`config.mk`:
```
export PLATFORM = sky130hd
export DESIGN_NAME = controle_entrada_saida_flat
export DESIGN_NICKNAME = d
export VERILOG_FILES = /design/src/rtl/controle_entrada_saida_if.sv /design/src/rtl/controle_entrada_saida.sv /design/src/flat_wrapper.sv
export SDC_FILE = /design/constraint.sdc
export NUM_CORES = 1
export LEC_CHECK = 0
export CORE_MARGIN = 5
export CORE_UTILIZATION = 43
export CTS_CLUSTER_SIZE = 25
export DETAILED_ROUTE_END_ITERATION = 8
export PLACE_DENSITY_LB_ADDON = 0.25
export RECOVER_POWER = 50
export SYNTH_ARGS = -nofsm -noshare
export SYNTH_HDL_FRONTEND = slang
export SYNTH_SLANG_ARGS = --single-unit
```
`constraint.sdc`:
```
create_clock -name clock -period 1.93 [get_ports clock]
set_input_delay 0.2895 -clock clock [delete_from_list [all_inputs] [get_ports clock]]
set_output_delay 0.2895 -clock clock [all_outputs]
set_load 0.005 [all_outputs]
```
`src/rtl/controle_entrada_saida_if.sv`:
```
// Handshake between the I/O sequencer, the core control unit and the board I/O.
// master = control unit / board side, slave = the sequencer.
interface controle_entrada_saida_if #(
    parameter int LARGURA_SW = 16
);
    logic                  congela_in;
    logic                  congela_out;
    logic                  botao;
    logic [LARGURA_SW-1:0] chaves;
    logic [31:0]           dado_out;
    logic                  congela;
    logic [31:0]           dado_in;
    logic                  escreve_in;
    logic [31:0]           display;
    logic                  ocupado_out;

    modport master (
        output congela_in, congela_out, botao, chaves, dado_out,
        input  congela, dado_in, escreve_in, display, ocupado_out
    );

    modport slave (
        input  congela_in, congela_out, botao, chaves, dado_out,
        output congela, dado_in, escreve_in, display, ocupado_out
    );
endinterface

```
`src/rtl/controle_entrada_saida.sv`:
```
// I/O sequencer for the single-cycle MIPS core: stalls for switch input (IN) and display hold (OUT).
// Define ES_CONFIRMA_OUT_EN to end an OUT on a button press instead of after CICLOS_OUT cycles.
module controle_entrada_saida #(
    parameter int LARGURA_SW = 16,
    parameter int CICLOS_OUT = 50_000_000
) (
    input  logic                     clock,
    input  logic                     reset,
    controle_entrada_saida_if.slave  bus
);
    typedef enum logic [2:0] {
        OCIOSO,
        ESPERA_IN,
        FIM_IN,
        MOSTRA_OUT,
        FIM_OUT
    } estado_t;

    estado_t               r_estado;
    logic                  r_botao_s1, r_botao_s2, r_botao_s3;
    logic                  r_borda;
    logic [LARGURA_SW-1:0] r_chaves_s1, r_chaves_s2;
    logic                  r_congela;
    logic                  r_escreve_in;
    logic                  r_ocupado_out;
    logic [31:0]           r_dado_in;
    logic [31:0]           r_display;
    logic                  w_congela;

`ifndef ES_CONFIRMA_OUT_EN
    localparam int LARGURA_CNT = (CICLOS_OUT > 1) ? $clog2(CICLOS_OUT) : 1;
    logic [LARGURA_CNT-1:0] r_contador;
`endif

    // Button and switches come straight from the board; r_borda is a
    // one-cycle pulse per fresh press, so a button already held never counts.
    always_ff @(posedge clock) begin
        if (reset) begin
            r_botao_s1  <= 1'b0;
            r_botao_s2  <= 1'b0;
            r_botao_s3  <= 1'b0;
            r_borda     <= 1'b0;
            r_chaves_s1 <= '0;
            r_chaves_s2 <= '0;
        end else begin
            r_botao_s1  <= bus.botao;
            r_botao_s2  <= r_botao_s1;
            r_botao_s3  <= r_botao_s2;
            r_borda     <= r_botao_s2 & ~r_botao_s3;
            r_chaves_s1 <= bus.chaves;
            r_chaves_s2 <= r_chaves_s1;
        end
    end

    always_ff @(posedge clock) begin
        if (reset) begin
            r_estado      <= OCIOSO;
            r_congela     <= 1'b0;
            r_escreve_in  <= 1'b0;
            r_ocupado_out <= 1'b0;
            r_dado_in     <= '0;
            r_display     <= '0;
`ifndef ES_CONFIRMA_OUT_EN
            r_contador    <= '0;
`endif
        end else begin
            r_escreve_in <= 1'b0;
            case (r_estado)
                OCIOSO: begin
                    if (bus.congela_in) begin
                        r_estado  <= ESPERA_IN;
                        r_congela <= 1'b1;
                    end else if (bus.congela_out) begin
                        r_estado      <= MOSTRA_OUT;
                        r_congela     <= 1'b1;
                        r_ocupado_out <= 1'b1;
                        r_display     <= bus.dado_out;
`ifndef ES_CONFIRMA_OUT_EN
                        r_contador    <= LARGURA_CNT'(CICLOS_OUT - 1);
`endif
                    end
                end
                ESPERA_IN: begin
                    if (r_borda) begin
                        r_estado     <= FIM_IN;
                        r_congela    <= 1'b0;
                        r_escreve_in <= 1'b1;
                        r_dado_in    <= 32'(r_chaves_s2);
                    end
                end
                FIM_IN: r_estado <= OCIOSO;
                MOSTRA_OUT: begin
`ifdef ES_CONFIRMA_OUT_EN
                    if (r_borda) begin
                        r_estado      <= FIM_OUT;
                        r_congela     <= 1'b0;
                        r_ocupado_out <= 1'b0;
                    end
`else
                    if (r_contador == '0) begin
                        r_estado      <= FIM_OUT;
                        r_congela     <= 1'b0;
                        r_ocupado_out <= 1'b0;
                    end else begin
                        r_contador <= r_contador - 1'b1;
                    end
`endif
                end
                FIM_OUT: r_estado <= OCIOSO;
                default: begin
                    r_estado      <= OCIOSO;
                    r_congela     <= 1'b0;
                    r_ocupado_out <= 1'b0;
                end
            endcase
        end
    end

    // In OCIOSO the stall must act in the same cycle the instruction appears,
    // otherwise it would retire before the sequencer reacts.
    always_comb begin
        w_congela = r_congela;
        if (r_estado == OCIOSO)
            w_congela = bus.congela_in | bus.congela_out;
    end

    assign bus.congela     = w_congela;
    assign bus.dado_in     = r_dado_in;
    assign bus.escreve_in  = r_escreve_in;
    assign bus.display     = r_display;
    assign bus.ocupado_out = r_ocupado_out;
endmodule
```
`src/flat_wrapper.sv`:
```
// flat-port wrapper written by rule: the top's interface ports become plain ports
module controle_entrada_saida_flat 
#(
    parameter int LARGURA_SW = 16,
    parameter int CICLOS_OUT = 50_000_000
)
  (clock, reset, bus_congela_in, bus_congela_out, bus_botao, bus_chaves, bus_dado_out, bus_congela, bus_dado_in, bus_escreve_in, bus_display, bus_ocupado_out);
  controle_entrada_saida_if #(.LARGURA_SW(LARGURA_SW)) bus_i ();
  input  logic clock;
  input  logic reset;
  input wire logic [$bits(bus_i.congela_in)-1:0] bus_congela_in;
  input wire logic [$bits(bus_i.congela_out)-1:0] bus_congela_out;
  input wire logic [$bits(bus_i.botao)-1:0] bus_botao;
  input wire logic [$bits(bus_i.chaves)-1:0] bus_chaves;
  input wire logic [$bits(bus_i.dado_out)-1:0] bus_dado_out;
  output wire logic [$bits(bus_i.congela)-1:0] bus_congela;
  output wire logic [$bits(bus_i.dado_in)-1:0] bus_dado_in;
  output wire logic [$bits(bus_i.escreve_in)-1:0] bus_escreve_in;
  output wire logic [$bits(bus_i.display)-1:0] bus_display;
  output wire logic [$bits(bus_i.ocupado_out)-1:0] bus_ocupado_out;
  assign bus_i.congela_in = bus_congela_in;
  assign bus_i.congela_out = bus_congela_out;
  assign bus_i.botao = bus_botao;
  assign bus_i.chaves = bus_chaves;
  assign bus_i.dado_out = bus_dado_out;
  assign bus_congela = bus_i.congela;
  assign bus_dado_in = bus_i.dado_in;
  assign bus_escreve_in = bus_i.escreve_in;
  assign bus_display = bus_i.display;
  assign bus_ocupado_out = bus_i.ocupado_out;
  controle_entrada_saida #(.LARGURA_SW(LARGURA_SW), .CICLOS_OUT(CICLOS_OUT)) u_core (.clock(clock), .reset(reset), .bus(bus_i));
endmodule
```
Word level (Yosys, flattened, before mapping)
Index checks and enable logic that the tools add are counted.
{"block": "totals", "input_bits": 53, "output_inout_bits": 67, "reg_bits": 116}
{"block": "classes", "n_reduce_logical": 12, "bitwise_logic": 7, "eq_ne": 10, "n_addsub": 1, "mux": 18}
{"op": "26-bit two-way mux", "count": 3}
{"op": "26-bit one-hot mux with 2 select lines", "count": 1}
{"op": "26-bit zero test", "count": 1}
{"op": "26-bit by 1-bit subtractor with 26-bit output, second input constant", "count": 1}
{"op": "3-bit two-way mux", "count": 4}
{"op": "4-bit AND reduction", "count": 3}
{"op": "3-bit one-hot mux with 3 select lines", "count": 1}
{"op": "1-bit two-way mux", "count": 7}
{"op": "3-bit by 2-bit equality test with 1-bit output, second input constant", "count": 2}
{"op": "2-bit inequality test, second input constant", "count": 3}
{"op": "3-bit AND reduction", "count": 2}
{"op": "1-bit NOT", "count": 5}
{"op": "2-bit by 1-bit inequality test with 1-bit output, second input constant", "count": 2}
{"op": "1-bit one-hot mux with 4 select lines", "count": 1}
{"op": "2-bit OR reduction", "count": 2}
{"op": "3-bit by 1-bit equality test with 1-bit output, second input constant", "count": 1}
{"op": "3-bit equality test, second input constant", "count": 1}
{"op": "3-bit zero test", "count": 1}
{"op": "3-bit inequality test, second input constant", "count": 1}
{"op": "1-bit one-hot mux with 3 select lines", "count": 1}
{"op": "3-bit OR reduction", "count": 1}
{"op": "2-bit AND reduction", "count": 1}
{"op": "2-bit nonzero test", "count": 1}
{"op": "1-bit AND", "count": 1}
{"op": "1-bit bitwise OR", "count": 1}

Longest topological paths before layout
{"block": "logic_depth", "depth_word": 4, "ltp_mapped": 8, "mapped_depth_nobuf": 7}

Worst setup path before layout
No wires, ideal clock.
{"block": "synth_path", "kind": "reg-to-reg", "startpoint": "register u_core.r_contador[8]", "endpoint": "register u_core.r_contador[8]", "required_ns": 1.802, "setup_time_ns": 0.128, "slack_ns": -0.117, "synth_period_minus_slack_ns": 2.047, "t_arrival_ns": 1.919, "path_stages_with_launch": 8, "path_cell_list": "dfxtp_1 -> or4_1 -> clkbuf_2 -> or4_4 -> o21ai_4 -> buf_6 -> or3_2 -> a21oi_1"}
{"block": "synth_between", "elab_chain_cells": 3, "elab_cells_between_ends": 6, "cone_classes": "1 x add/sub; 1 x eq/ne; 2 x mux; 2 x reduce/logical"}
{"item": "from (decl)", "line": "controle_entrada_saida.sv:32", "text": "logic [LARGURA_CNT-1:0] r_contador;"}
{"item": "from (signal assigned)", "line": "controle_entrada_saida.sv:79", "text": "r_contador <= LARGURA_CNT'(CICLOS_OUT - 1);"}
{"item": "from (signal assigned)", "line": "controle_entrada_saida.sv:105", "text": "r_contador <= r_contador - 1'b1;"}
{"item": "26-bit by 1-bit subtractor with 26-bit output or 26-bit zero test (tied branches)", "line": "controle_entrada_saida.sv:105, controle_entrada_saida.sv:100"}
{"item": "26-bit two-way mux or 2-bit inequality test (tied branches)"}
{"item": "26-bit one-hot mux with 2 select lines or 4-bit AND reduction (tied branches)"}
Parallel ways exist; a longest one is shown, timed or not. The select of a mux whose other input is x is not followed.
A chain may end at the register's enable or synchronous reset.

Worst setup path in the final report
{"block": "layout_path", "startpoint": "register u_core.r_contador[8]", "endpoint": "register u_core.r_contador[2]"}
{"block": "layout_between", "elab_chain_cells": 3}
{"item": "26-bit zero test", "line": "controle_entrada_saida.sv:100", "text": "if (r_contador == '0) begin"}
{"item": "2-bit inequality test (no line)"}
{"item": "4-bit AND reduction (no line)"}
Every way passes these cells.

==> results by group <==
Final layout
  – Leading cell type in the layout, fill and taps excluded: dfxtp_1
  – Fill count: between 800 and 900
  – Commonest non-fill, non-tap cells in the layout: 111 x dfxtp_1, 101 x nand2_1, 100 x clkdlybuf4s50_1, 61 x a21oi_1, 43 x buf_4
  – N_diodes: 0
  – # nets final: 698
  – Synthesis-to-layout area growth: 48.37%
  – Share of cells above drive strength 1: 0.2070
  – Final core occ: 0.6478

Floorplanning
  – Core area: 0.01018 mm2
  – Initial core utilization: 0.4366
  – Site Rows: 37
  – Die area: between 0.01 and 0.015 mm2
  – Ports: 120
  – Die Y: around 110 um
  – DIE WIDTH: between 100 and 150 um

Logic synthesis
  – Asr flop ratio synth: 0
  – Seq cells post-synth: between 100 and 150
  – Mapped cell area: roughly 0.0044 mm2
  – Area leader, netlist: dfxtp_1
  – Cells after Synth: 503
  – Netlist cell types: 52
  – Yosys warnings: 0
  – Area contributors post-synth: dfxtp_1 52%, nand2_1 8.8%, a21oi_1 7.0%
  – Ys flop type: dfxtp_1
  – Seq/Total Area, Yosys: 0.5222
  – Post-synth EDFFs: 0
  – Syn Area/Cell: a little under 9 um2
  – Post-synth top area share: 0.5222

Routing
  – Met2 Wirelength: approximately 6.0 mm
  – Antenna Nets Post-Route: 0
  – Routed WL per cell: roughly 14 um
  – Met3 WL: 520 um
  – M1 WL: 4.674 mm
  – Initial DRT Pass Iterations: 4
  – DR top layer: met4
  – Residual DRC: 0
  – Vias per cell: between 4 and 5
  – Vias: around 3,900
  – Number of DRC markers in iteration 0: 270
  – WL final: about 11 mm

CTS
  – Clock root buffer: clkbuf_8
  – Clock sinks: 116
  – CTS buffer count: 17
  – Clk_lat worst skew: 510 ps
  – CTS H-tree lvls: 4
  – CTS tree: done
  – Reg clk slew, reported paths: approximately 60 ps
  – CTS Buffer Depth: 2

Worst setup path
  – Crit. End Element: register
  – CP Launch Type: register
  – CP max stage delay: ~550 ps
  – Slowest cell on crit path: or4_4
  – Worst Path Required: roughly 2300 ps
  – Worst-path cell chain: or4_4 -> or4_4 -> o211ai_1 -> xor2_1 -> a21oi_1
  – Crit path max fanout: 4
  – Setup CP Type: register to register
  – Arrival @ worst endpoint: roughly 2500 ps
  – Most frequent CP cell: or4_4

STA
  – Final setup violation count: 15
  – Slew Viols, Final: 0
  – Setup ws final: -138.5 ps
  – Fin crit share: 1.072
  – Count of final hold-check violations: 0
  – Setup TNS Final: -1078 ps
  – RSZ-0062 raised after global routing: yes
  – Clk_skew: 9.856 ps
  – Crit path time final: just over 2000 ps
  – Fmax: 483.5 MHz

Place
  – Hpwl dp: between 7 and 8 mm
  – Port Buffers: about 100
  – GPL Wtd Cong: roughly 0.80

Global routing
  – Vias in the first global route: 3,836
  – First-pass GRT wire length: 17.82 mm
  – Grt ovf: 0
  – Total GRT Usage: 0.1729
  – Largest net degree at the start of global routing: slightly below 60
  – Antenna violations before repair: 0

Worst hold path
  – Hold WC Path Type: input pin to register

Status
  – Failing checks: negative setup slack
  – Status: finished, violations left

Power
  – Total power: roughly 7 mW
  – VDD IR max: a little over 0.7 mV
  – Leak: 2.463 nW
  – Pwr dens: 1047 mW/mm2

Job
  – Max Cap Violations: 0
## power by group
group	switching, mW	internal, mW	total (mW)	leakage, nW
Clock	1.15	1.75	2.90	0.257
Combinational	0.672	0.702	1.37	1.25
Sequential	0.0923	2.55	2.64	0.950
Total	1.91	5.00	6.91	2.46
## critical path, delay by kind of cell (launching register included)
family,cells,cell delay (ps)
XOR/XNOR,1,200
AND/OR/NAND/NOR,2,1090
flip-flops,1,300
AO/OA/AOI/OAI,2,350
## area by class of cell
cell class,instances,area (um2),share of cell area
repair buffers,155,1478,0.2240
well taps,136,170.2,0.02579
clock buffers,18,427.9,0.06486
clock inverters,14,131.4,0.01991
flip-flops and latches,116,2328,0.3529
multi-input cells,349,2043,0.3097
inverters,5,18.77,0.002845
## final timing paths
kind                         from                      to  slack [ps]  cells past startpoint
max          u_core.r_contador[8]    u_core.r_contador[2]        -140                      5
min                         reset  u_core.r_chaves_s1[15]         160                      2
max reg2reg  u_core.r_contador[8]    u_core.r_contador[2]        -140                      5
min reg2reg     u_core.r_botao_s3          u_core.r_borda         400                      1
## registers in the layout, indices dropped and copies added, names as in the netlist
signal                  cells
u_core.bus.display         32
u_core.r_contador          26
u_core.bus.dado_in         16
u_core.r_chaves_s1         16
u_core.r_chaves_s2         16
u_core.r_estado             3
u_core.bus.escreve_in       1
u_core.bus.ocupado_out      1
u_core.r_borda              1
u_core.r_botao_s1           1
u_core.r_botao_s2           1
u_core.r_botao_s3           1
u_core.r_congela            1
## Yosys cell counts, drive strengths merged (3+ instances only)
library cell and number:
nand2 104, buf 22, nor2 10, or2 4, nor2b 37, clkbuf 25
a211oi 3, and3 4, o31ai 6, o21ai 13, a21oi 62, xnor2 4
dfxtp 116, inv 5, nor3 15, or3 12, or4 9, nand3 4
nand4 4, nor4 7, a31oi 10
## through the flow
stage,setup slack (ps),std cells,hold WS [ps],instance area [um2]
2_1_floorplan,-116.7,518,367.4,4512
3_3_place_gp,-142.5,754,375.0,5801
3_5_place_dp,-160.1,754,373.7,5801
4_1_cts,-132.4,790,148.5,6491
5_1_grt,-192.8,793,180.7,6598
6_report,-138.5,793,164.9,6598
## cell families after synthesis
logic type / Yosys count / share of synthesized area
AOI/OAI and AO/OA: 104 / 0.1390
xor gates and xnor gates: 5 / 0.009848
adders and majority gates: 1 / 0.002813
buffers and inverters: 53 / 0.06753
DFF: 116 / 0.5222
muxes: 2 / 0.004783
other: 1 / 0.0008433
and+or+nand+nor: 221 / 0.2530
## routing by layer
metal | GRT usage | vias up
met5 | 0 | -
met4 | 0.06732 | 0
met3 | 0.05435 | 10
met2 | 0.2974 | 94
met1 | 0.2003 | 1873
li1 | - | 1972
## timing repair
action,in CTS,in global routing
hold buffers,0,0
endpoints found under the hold margin,0,0
pin swaps,10,14
buffers inserted,5,3
gates resized for setup,27,26
setup endpoints to repair,25,24
No activity file was read; power rests on OpenSTA's default activity.
